**config.mk**
```make
export PLATFORM = sky130hd
export DESIGN_NAME = conv_encoder_punct
export DESIGN_NICKNAME = d
export VERILOG_FILES = /design/src/rtl/conv_encoder_punct.sv
export SDC_FILE = /design/constraint.sdc
export NUM_CORES = 1
export LEC_CHECK = 0
export BUFFER_PORTS_ARGS = -buffer_cell sky130_fd_sc_hd__clkbuf_2
export CELL_PAD_IN_SITES_DETAIL_PLACEMENT = 1
export CELL_PAD_IN_SITES_GLOBAL_PLACEMENT = 1
export CORE_ASPECT_RATIO = 0.8
export CORE_MARGIN = 2
export CORE_UTILIZATION = 45
export DETAILED_ROUTE_END_ITERATION = 7
export PLACE_DENSITY = 0.76
export SETUP_SLACK_MARGIN = 0.3
export SYNTH_ARGS = -nofsm -noshare
export SYNTH_HDL_FRONTEND = slang
export SYNTH_SLANG_ARGS = --single-unit
```
**constraint.sdc**
```tcl
create_clock -name Clock -period 3.7 [get_ports Clock]
set_input_delay 0.555 -clock Clock [delete_from_list [all_inputs] [get_ports Clock]]
set_output_delay 0.555 -clock Clock [all_outputs]
set_load 0.01 [all_outputs]
```
**src/rtl/conv_encoder_punct.sv**
```systemverilog
// conv_encoder_punct: rate-1/2 K=7 convolutional encoder (g0=133o, g1=171o)
// with puncturing to rates 2/3 and 3/4. It takes a serial bit stream in and
// sends a serial coded bit stream out, with valid/ready flow control on both
// sides.
// Optional build macro CONV_TAIL_EN adds a Flush input and a Tail_Done output.
// A flush makes the encoder insert its own six zero tail bits.
module conv_encoder_punct #(
  parameter logic [1:0] DEFAULT_RATE = 2'b00
) (
  input  logic       Clock,
  input  logic       Reset,
  input  logic       Start,
  input  logic [1:0] Rate,
  input  logic       In_Data,
  input  logic       In_Valid,
  output logic       In_Ready,
  output logic       Out_Data,
  output logic       Out_Valid,
  input  logic       Out_Ready
`ifdef CONV_TAIL_EN
  ,
  input  logic       Flush,
  output logic       Tail_Done
`endif
);

  // Keep mask for the current puncture phase: bit1 = keep A, bit0 = keep B.
  function automatic logic [1:0] keep_mask(input logic [1:0] rate, input logic [1:0] phase);
    logic [1:0] k;
    k = 2'b11;
    case (rate)
      2'b01:   k = (phase == 2'd1) ? 2'b10 : 2'b11;
      2'b10: begin
        case (phase)
          2'd1:    k = 2'b10;
          2'd2:    k = 2'b01;
          default: k = 2'b11;
        endcase
      end
      default: k = 2'b11;
    endcase
    return k;
  endfunction

  // Next puncture phase. Rate code 11 behaves like rate 1/2.
  function automatic logic [1:0] next_phase(input logic [1:0] rate, input logic [1:0] phase);
    logic [1:0] n;
    n = 2'd0;
    case (rate)
      2'b01:   n = (phase == 2'd0) ? 2'd1 : 2'd0;
      2'b10:   n = (phase == 2'd2) ? 2'd0 : phase + 2'd1;
      default: n = 2'd0;
    endcase
    return n;
  endfunction

  logic [6:1] sr_p0;      // encoder delay line, sr_p0[k] = s(k)
  logic [1:0] phase_p0;
  logic [1:0] rate_p0;
  logic [1:0] obuf_p1;    // output holding register, head at bit 0
  logic [1:0] ocnt_p1;    // pending output bits (0..2)

  logic       room;
  logic       acc_in;
  logic       step;
  logic       d_bit;
  logic       enc_a;
  logic       enc_b;
  logic [1:0] keep;

  // A new bit may enter when the buffer is empty or its last bit leaves this cycle.
  assign room = (ocnt_p1 == 2'd0) || ((ocnt_p1 == 2'd1) && Out_Ready);

`ifdef CONV_TAIL_EN
  typedef enum logic [1:0] {T_IDLE, T_RUN, T_DRAIN} tail_st_t;
  tail_st_t   tail_st;
  logic       flush_pend;
  logic [2:0] tail_cnt;
  logic       tail_done_q;
  logic       tail_acc;

  // Upstream input is blocked from the moment a flush is seen until the tail finishes.
  assign In_Ready  = Reset && !Start && room && (tail_st == T_IDLE) && !flush_pend && !Flush;
  assign tail_acc  = !Start && room && (tail_st == T_RUN);
  assign acc_in    = In_Valid && In_Ready;
  assign step      = acc_in || tail_acc;
  assign d_bit     = tail_acc ? 1'b0 : In_Data;
  assign Tail_Done = tail_done_q;

  // Tail sequencer: six internal zero bits, then a one-cycle done pulse once drained.
  always_ff @(posedge Clock or negedge Reset) begin
    if (!Reset) begin
      tail_st     <= T_IDLE;
      flush_pend  <= 1'b0;
      tail_cnt    <= 3'd0;
      tail_done_q <= 1'b0;
    end else if (Start) begin
      tail_st     <= T_IDLE;
      flush_pend  <= 1'b0;
      tail_cnt    <= 3'd0;
      tail_done_q <= 1'b0;
    end else begin
      tail_done_q <= 1'b0;
      case (tail_st)
        T_IDLE: begin
          if (Flush || flush_pend) begin
            if (ocnt_p1 == 2'd0) begin
              tail_st    <= T_RUN;
              flush_pend <= 1'b0;
              tail_cnt   <= 3'd0;
            end else begin
              flush_pend <= 1'b1;
            end
          end
        end
        T_RUN: begin
          if (tail_acc) begin
            tail_cnt <= tail_cnt + 3'd1;
            if (tail_cnt == 3'd5) tail_st <= T_DRAIN;
          end
        end
        T_DRAIN: begin
          if (ocnt_p1 == 2'd0) begin
            tail_done_q <= 1'b1;
            tail_st     <= T_IDLE;
          end
        end
        default: tail_st <= T_IDLE;
      endcase
    end
  end
`else
  assign In_Ready = Reset && !Start && room;
  assign acc_in   = In_Valid && In_Ready;
  assign step     = acc_in;
  assign d_bit    = In_Data;
`endif

  // Encoder taps and puncture decision for the bit entering this cycle.
  always_comb begin
    enc_a = d_bit ^ sr_p0[2] ^ sr_p0[3] ^ sr_p0[5] ^ sr_p0[6];
    enc_b = d_bit ^ sr_p0[1] ^ sr_p0[2] ^ sr_p0[3] ^ sr_p0[6];
    keep  = keep_mask(rate_p0, phase_p0);
  end

  // ---- stage p0 -> p1: encoder state update and output buffer load/drain ----
  always_ff @(posedge Clock or negedge Reset) begin
    if (!Reset) begin
      sr_p0    <= '0;
      phase_p0 <= 2'd0;
      rate_p0  <= DEFAULT_RATE;
      obuf_p1  <= 2'b00;
      ocnt_p1  <= 2'd0;
    end else if (Start) begin
      sr_p0    <= '0;
      phase_p0 <= 2'd0;
      rate_p0  <= Rate;
      obuf_p1  <= 2'b00;
      ocnt_p1  <= 2'd0;
    end else if (step) begin
      sr_p0    <= {sr_p0[5:1], d_bit};
      phase_p0 <= next_phase(rate_p0, phase_p0);
      case (keep)
        2'b11: begin
          obuf_p1 <= {enc_b, enc_a};
          ocnt_p1 <= 2'd2;
        end
        2'b10: begin
          obuf_p1 <= {1'b0, enc_a};
          ocnt_p1 <= 2'd1;
        end
        default: begin
          obuf_p1 <= {1'b0, enc_b};
          ocnt_p1 <= 2'd1;
        end
      endcase
    end else if ((ocnt_p1 != 2'd0) && Out_Ready) begin
      obuf_p1 <= {1'b0, obuf_p1[1]};
      ocnt_p1 <= ocnt_p1 - 2'd1;
    end
  end

  assign Out_Data  = obuf_p1[0];
  assign Out_Valid = (ocnt_p1 != 2'd0);

endmodule

```
==> results.md, run 1 <==
- Status: complete, no violations
- Worst EP required: 3.86 ns
- Fraction of post-synthesis cell area in the top cell type by area: 0.426
- Share of synthesized flip-flops with an asynchronous set or reset: 1.00
- Sequential area share after synthesis: 0.426
- Library cells used by synthesis: 28
- Maximum fanout encountered on the critical timing path: 20
- Library cell with the largest summed area after synthesis: sky130_fd_sc_hd__dfrtp_1
- Number of buffers on the longest clock path: 2
- Utilization after layout: 0.539
- Clock insertion delay at the later pin of the skew report: between 0.2 and 0.3 ns
- Antenna Cells: 0
- Relative slew slack: 0.732
- Hold Vio Cnt, Final: 0
- Buffers plus inverters on the worst setup path: 1
- Total Die Area: 2190 sq um
- Type of element capturing the critical path: register
- Main combinational cell family by area after synthesis: simple AND/OR/NAND/NOR gates
- Setup TNS Final: 0 ns
- Count of state elements after synthesis: 14
- CP Data Arrival Time: 2.15 ns
- Crit share post-route: 0.540
- Setup repair after global routing missed its margin: no
- Worst reg-to-reg setup slack: around 1.7 ns
- Lkg Pwr: 0.417 nW
- Vias per std cell: 5.19
- Leading register cell type out of synthesis: sky130_fd_sc_hd__dfrtp_1
- Count of pins over their slew limit: 0
- Area of the mapped netlist: 823 sq um
- Number of synthesized flops with an enable pin: 0
- CP max stage cell: sky130_fd_sc_hd__and4bb_2
- Post-synthesis simple-gate area fraction: 0.208
- Wirelength per Cell: 13.1 um
- CTS root buf: sky130_fd_sc_hd__clkbuf_4
- Half-perimeter wire length of the detailed placement result: 1.19 mm
- Post-cts hold buffer count: 0
- Global router's overall resource usage: 0.166
- Clock slew at the register clock pins of the worst setup and hold paths: 0.08 ns
- Synthesized area divided by synthesized cell count: 9.69 sq um
- Clock tree skew after final layout: 0.00274 ns
- Height of the chip: 42.3 um
- Power per unit of standard cell area: 488 nW/um^2
- Number of antenna violations at the first check in global routing: 0
- Xor-xnor portion of the synthesized cell area: 0.0638
- Class of the tightest hold or removal check: primary input to async pin
- Worst ir drop on vdd: 0.236 mV
- Smallest setup slack after layout: 1.70 ns
- Count of filler cells inserted in the layout: between 200 and 250
- Combined area of the multi-input logic cells: about 430 sq um
- Quantity of I/O buffers inserted on ports: 10
- Total I/O pin count: 11
- Fraction of the mapped netlist area in compound gates: 0.135
- CP cell instances: inv_1 > ha_1 > a21oi_2 > and4bb_2 > mux2_2 > mux2i_1 > nor2_1
- Global-route wire length before repair: 2.65 mm
- Number of H-tree levels: 1
- Pin count of the biggest net entering global routing: 21
- NumNets Final: 109
- Adder-cell share of the synthesized area: 0.0608
- Number of instances in the synthesized netlist: 85
- Maximum frequency from static timing analysis: ~500 MHz
- Net count after synthesis: 97
- Starting DRC count in detailed routing: 2
- Total routed wirelength: between 1.5 and 2 mm
- Effective utilization at floorplan: 0.491
- Final Setup Violations: 0
- Die Span X: slightly above 50 um
- Area grow syn2layout: 9.73%
- Final critical-path required period: 2.00 ns
- Top cells by count, synth: sky130_fd_sc_hd__dfrtp_1 (14), sky130_fd_sc_hd__nand2_1 (9), sky130_fd_sc_hd__o21ai_0 (9)
- Overall via count from detail_route: 607
- Post-detailed-route count of antenna-violating nets: 0
- Area taken by flip-flops and latches: 350 sq um
- Sink Count: 14
- Element type at the critical path start: register
- First-pass iteration count of the detailed router: 2
- Number of remaining DRC errors: 0
- Maximum cell stage delay along the critical path: 0.54 ns
- Number of rows created at floorplan: 13
- Measured slew at the worst slew-check pin: 0.402 ns
- Post-CTS setup buffer count: 0
- Fraction of final layout cells sized beyond drive strength 1: 0.189
- Total number of yosys warnings: 0
- CTS-repair resized insts: 0
- Share of cell area taken by muxes after synthesis: 0.0502
- Number of buffers inserted during clock tree synthesis: 3
- Top cells by area, synth: sky130_fd_sc_hd__dfrtp_1 (43%), sky130_fd_sc_hd__ha_1 (6.1%), sky130_fd_sc_hd__o21ai_0 (5.5%), sky130_fd_sc_hd__nand2b_1 (5.3%), sky130_fd_sc_hd__xnor2_1 (4.3%)
- CORE AREA: 1680 sq um
- Type of the setup path with the least slack: register to register
- CTS tree: done
- RD Place Congestion: 0.754
- Top delay family on crit path: simple AND/OR/NAND/NOR gates
- Final global-route overflow total: 0
- Number of global-route vias before repair: 600
- Placement Setup Slack: 1.54 ns
- Most common cell in the synthesized netlist: sky130_fd_sc_hd__dfrtp_1
- Max-Cap Viols: 0
## cells in the final DEF (no fill, tap or decap), drive strengths merged, types with 3 or more instances in the layout
cell type	synthesis	final
xnor2	4	4
clkbuf	1	13
nand2	9	9
nor2	7	7
dfrtp	14	14
o21ai	9	9
inv	7	7
mux2i	3	3
nand2b	7	7
nor3b	3	3
ha	4	4
## flip-flops by register name (all words and copies together) (netlist names)
register,count
rate_p0,2
sr_p0,6
phase_p0,2
obuf_p1,2
ocnt_p1,2
## area by class of cell
cell class / instances / share of cell area
inverters: 7 / 0.0291
flip-flops and latches: 14 / 0.388
multi-input cells: 61 / 0.472
well taps: 22 / 0.0305
repair buffers: 10 / 0.0554
clock buffers: 3 / 0.0249
## metal layers
metal,part of all wire,global-route usage
met4,0,0.0158
met1,0.47,0.192
met2,0.49,0.296
met3,0.041,0.0643
met5,0,0
## power breakdown
part	leakage [nW]	internal [mW]	switching, mW	total [mW]
clock network	0.0138	0.0376	0.0456	0.0832
logic	0.214	0.0793	0.0948	0.174
registers	0.189	0.171	0.0124	0.183
## cells by family (layout without fill, tap and decap cells)
logic type | after synthesis | count (layout)
AO/OA/AOI/OAI | 17 | 17
adder cells (fa/ha/maj) | 4 | 4
multiplexers | 4 | 4
AND/OR/NAND/NOR | 30 | 30
XOR/XNOR | 6 | 6
buffers and inverters | 10 | 20
flip-flops | 14 | 14
## final timing paths
kind                       startpoint           to  cells past startpoint
setup / recovery           ocnt_p1[0]   ocnt_p1[1]                      7
hold / removal                  Reset  phase_p0[0]                      1
setup reg to reg           ocnt_p1[0]   ocnt_p1[1]                      7
hold reg to reg              sr_p0[4]     sr_p0[5]                      2
max in group asynchronous       Reset     sr_p0[5]                      1
min in group Clock            Rate[0]   rate_p0[0]                      3
## through the flow
step	cell area, sq um	total power [mW]	cells	hold slack [ns]
finish	903	0.441	117	0.194
global route	903	0.477	117	0.200
CTS	903	0.448	117	0.194
detailed placement	881	0.365	114	0.472
global placement	881	0.356	114	0.465
floorplan	823	0.319	85	0.259
## worst reg2reg max path: stages, from the launching register on
cell and delay (ns):
sky130_fd_sc_hd__dfrtp_1 0.39, sky130_fd_sc_hd__inv_1 0.09, sky130_fd_sc_hd__ha_1 0.22, sky130_fd_sc_hd__a21oi_2 0.06, sky130_fd_sc_hd__and4bb_2 0.54, sky130_fd_sc_hd__mux2_2 0.38
sky130_fd_sc_hd__mux2i_1 0.13, sky130_fd_sc_hd__nor2_1 0.05
(Power assumes the default switching activity.)
==> run 2: changes to the inputs <==
--- a/config.mk
+++ b/config.mk
@@ -10,9 +10,9 @@
 export CELL_PAD_IN_SITES_GLOBAL_PLACEMENT = 1
 export CORE_ASPECT_RATIO = 0.8
 export CORE_MARGIN = 2
-export CORE_UTILIZATION = 45
+export CORE_UTILIZATION = 38
 export DETAILED_ROUTE_END_ITERATION = 7
-export PLACE_DENSITY = 0.76
+export PLACE_DENSITY = 0.68
 export SETUP_SLACK_MARGIN = 0.3
 export SYNTH_ARGS = -nofsm -noshare
 export SYNTH_HDL_FRONTEND = slang
==> constraint.sdc (replaced) <==
create_clock -name Clock -period 1.8 [get_ports Clock]
set_input_delay 0.27 -clock Clock [delete_from_list [all_inputs] [get_ports Clock]]
set_output_delay 0.27 -clock Clock [all_outputs]
set_load 0.01 [all_outputs]
==> run 2 against run 1 <==
Net effect: the flow now finishes with violations (negative hold slack); worst hold slack worse by 0.37 ns; setup slack worse by 1.6 ns; sequential cell count stayed put; critical path type unchanged.
==> results.md, run 2 (synthesis results as in run 1) <==
- Total routed wirelength: 2.02 mm
- Maximum frequency from static timing analysis: about 590 MHz
- Half-perimeter wire length of the detailed placement result: 1.35 mm
- CP max stage cell: sky130_fd_sc_hd__dfrtp_1
- Final global-route overflow total: 0
- Class of the tightest hold or removal check: primary input to async pin
- Final Setup Violations: 0
- Relative slew slack: 0.790
- Power per unit of standard cell area: 1080 nW/um^2
- Number of buffers on the longest clock path: 2
- Number of antenna violations at the first check in global routing: 0
- Worst Reg-to-Reg Cells: 7
- Clock slew at the register clock pins of the worst setup and hold paths: 0.09 ns
- Type of element capturing the critical path: register
- Lkg Pwr: between 0.5 and 0.6 nW
- Wirelength per Cell: roughly 15 um
- Maximum fanout encountered on the critical timing path: 3
- CTS tree: done
- CP cell instances: inv_1 > ha_1 > nor3b_1 > o31ai_2 > mux2_4 > mux2i_1 > nor2_1
- Starting DRC count in detailed routing: 6
- Quantity of I/O buffers inserted on ports: 10
- Post-detailed-route count of antenna-violating nets: 0
- Sink Count: 14
- Top delay family on crit path: multiplexers
- Overall via count from detail_route: 653
- Worst EP required: 1.97 ns
- Net switching component of the power: between 0.4 and 0.5 mW
- Final Total Pwr: 1.19 mW
- Type of the setup path with the least slack: register to register
- Fraction of power consumed by the clock network: 0.194
- Register containing the most flip-flops in the final layout: sr_p0
- Stages on worst setup path: 7
- Global router's overall resource usage: 0.172
- Maximum cell stage delay along the critical path: roughly 0.39 ns
- Worst ir drop on vdd: approximately 0.54 mV
- Utilization after layout: 0.525
- Number of standard cells in the layout, taps in and fillers out: 131
- CTS root buf: sky130_fd_sc_hd__clkbuf_4
- Count of pins over their slew limit: 0
- Setup TNS Final: 0 ns
- Antenna Cells: 0
- Number of remaining DRC errors: 0
- Number of rows created at floorplan: 15
- Crit share post-route: 0.946
- CP Data Arrival Time: 1.88 ns
- Effective utilization at floorplan: 0.392
- Setup repair after global routing missed its margin: yes
- Post-detailed-placement cell area: about 960 sq um
- Number of H-tree levels: 1
- Max-Cap Viols: 0
- Switching Share: 0.346
- CORE AREA: 2100 sq um
- Number of global-route vias before repair: roughly 680
- Die Span X: 56.0 um
- Instance count after placement with tap cells included: between 100 and 150
- Internal Power: 0.776 mW
- Max reg flops: 6
- Global-route wire length before repair: between 3 and 4 mm
- Vias per std cell: 4.98
- First-pass iteration count of the detailed router: 3
- Register share of total power: 0.324
- Total I/O pin count: 11
- Final critical-path required period: 1.70 ns
- Fin Hold WS: -0.178 ns
- Hold Vio Cnt, Final: 5
- Fraction of final layout cells sized beyond drive strength 1: 0.443
- Height of the chip: 45.6 um
- RD Place Congestion: 0.800
- Status: complete, but fails checks
- NumNets Final: roughly 120
- Clock tree skew after final layout: between 0.006 and 0.007 ns
- Clock insertion delay at the later pin of the skew report: approximately 0.29 ns
- Total Die Area: about 2600 sq um
- Top library cells by usage in the layout, fill and taps aside: sky130_fd_sc_hd__dfrtp_1 (14), sky130_fd_sc_hd__clkbuf_2 (9), sky130_fd_sc_hd__nand2b_1 (7)
- Area grow syn2layout: 34.0%
- Measured slew at the worst slew-check pin: 0.313 ns
- Element type at the critical path start: register
- Final design instance area without fill: 1100 sq um
- Comb pwr share: 0.482
- Number of buffers inserted during clock tree synthesis: 3
- Violated checks: negative hold slack
- Commonest non-fill, non-tap cell in the layout: sky130_fd_sc_hd__dfrtp_1
- Buffers plus inverters on the worst setup path: 1
- Pin count of the biggest net entering global routing: 17
## run 2: cell types whose count changed in the layout (fill, tap and decap cells not counted), sizes merged
cell / before / now
buf: 0 / 11
## run 2: area by class of cell
| class | count | area (sq um) |
|---|---|---|
| fillers | 256 | 998 |
| multi-input cells | 61 | 519 |
| well taps | 25 | 31.3 |
| repair buffers | 20 | 140 |
| flip-flops and latches | 14 | 350 |
| clock buffers | 4 | 36.3 |
| inverters | 7 | 26.3 |
## run 2: final timing paths
check                           start          to  slack, ns
max                        rate_p0[1]  ocnt_p1[1]        0.1
min                             Reset  obuf_p1[0]      -0.18
max reg2reg                rate_p0[1]  ocnt_p1[1]        0.1
min reg2reg                  sr_p0[4]    sr_p0[5]       0.51
max in group asynchronous       Reset  rate_p0[1]       1.56
min in group Clock            Rate[0]  rate_p0[0]       0.20
## run 2: timing repair
action / CTS / global route
endpoints found under the setup margin: 13 / 14
setup buffers: 4 / 1
pin swaps: 7 / 4
gates resized for setup: 18 / 10
hold endpoints to repair: 5 / 5
cloned: 1 / 0
## run 2: power groups by stage
stage	clock network, mW	logic, mW	registers (mW)
floorplan	0	0.332	0.387
global placement	0	0.437	0.390
detailed placement	0	0.450	0.392
CTS	0.236	0.529	0.385
global route	0.255	0.634	0.391
finish	0.231	0.573	0.384
## run 2: layer usage
metal  up-vias  wire length (um)  share of wire  global-route usage
met5         -                 0              0                   0
met3         4                77          0.038              0.0540
met1       312               916           0.45               0.211
li1        326                 -              -                   -
met2        11              1010           0.50               0.301
met4         0                20         0.0099              0.0429
## run 2: per-stage QoR
stage | setup slack, ns | hold WS [ns]
5_1_grt | 0.0227 | -0.189
3_5_place_dp | 0.111 | 0.125
2_1_floorplan | 0.253 | -0.0256
6_report | 0.0973 | -0.178
4_1_cts | 0.0994 | -0.185
3_3_place_gp | 0.145 | 0.119
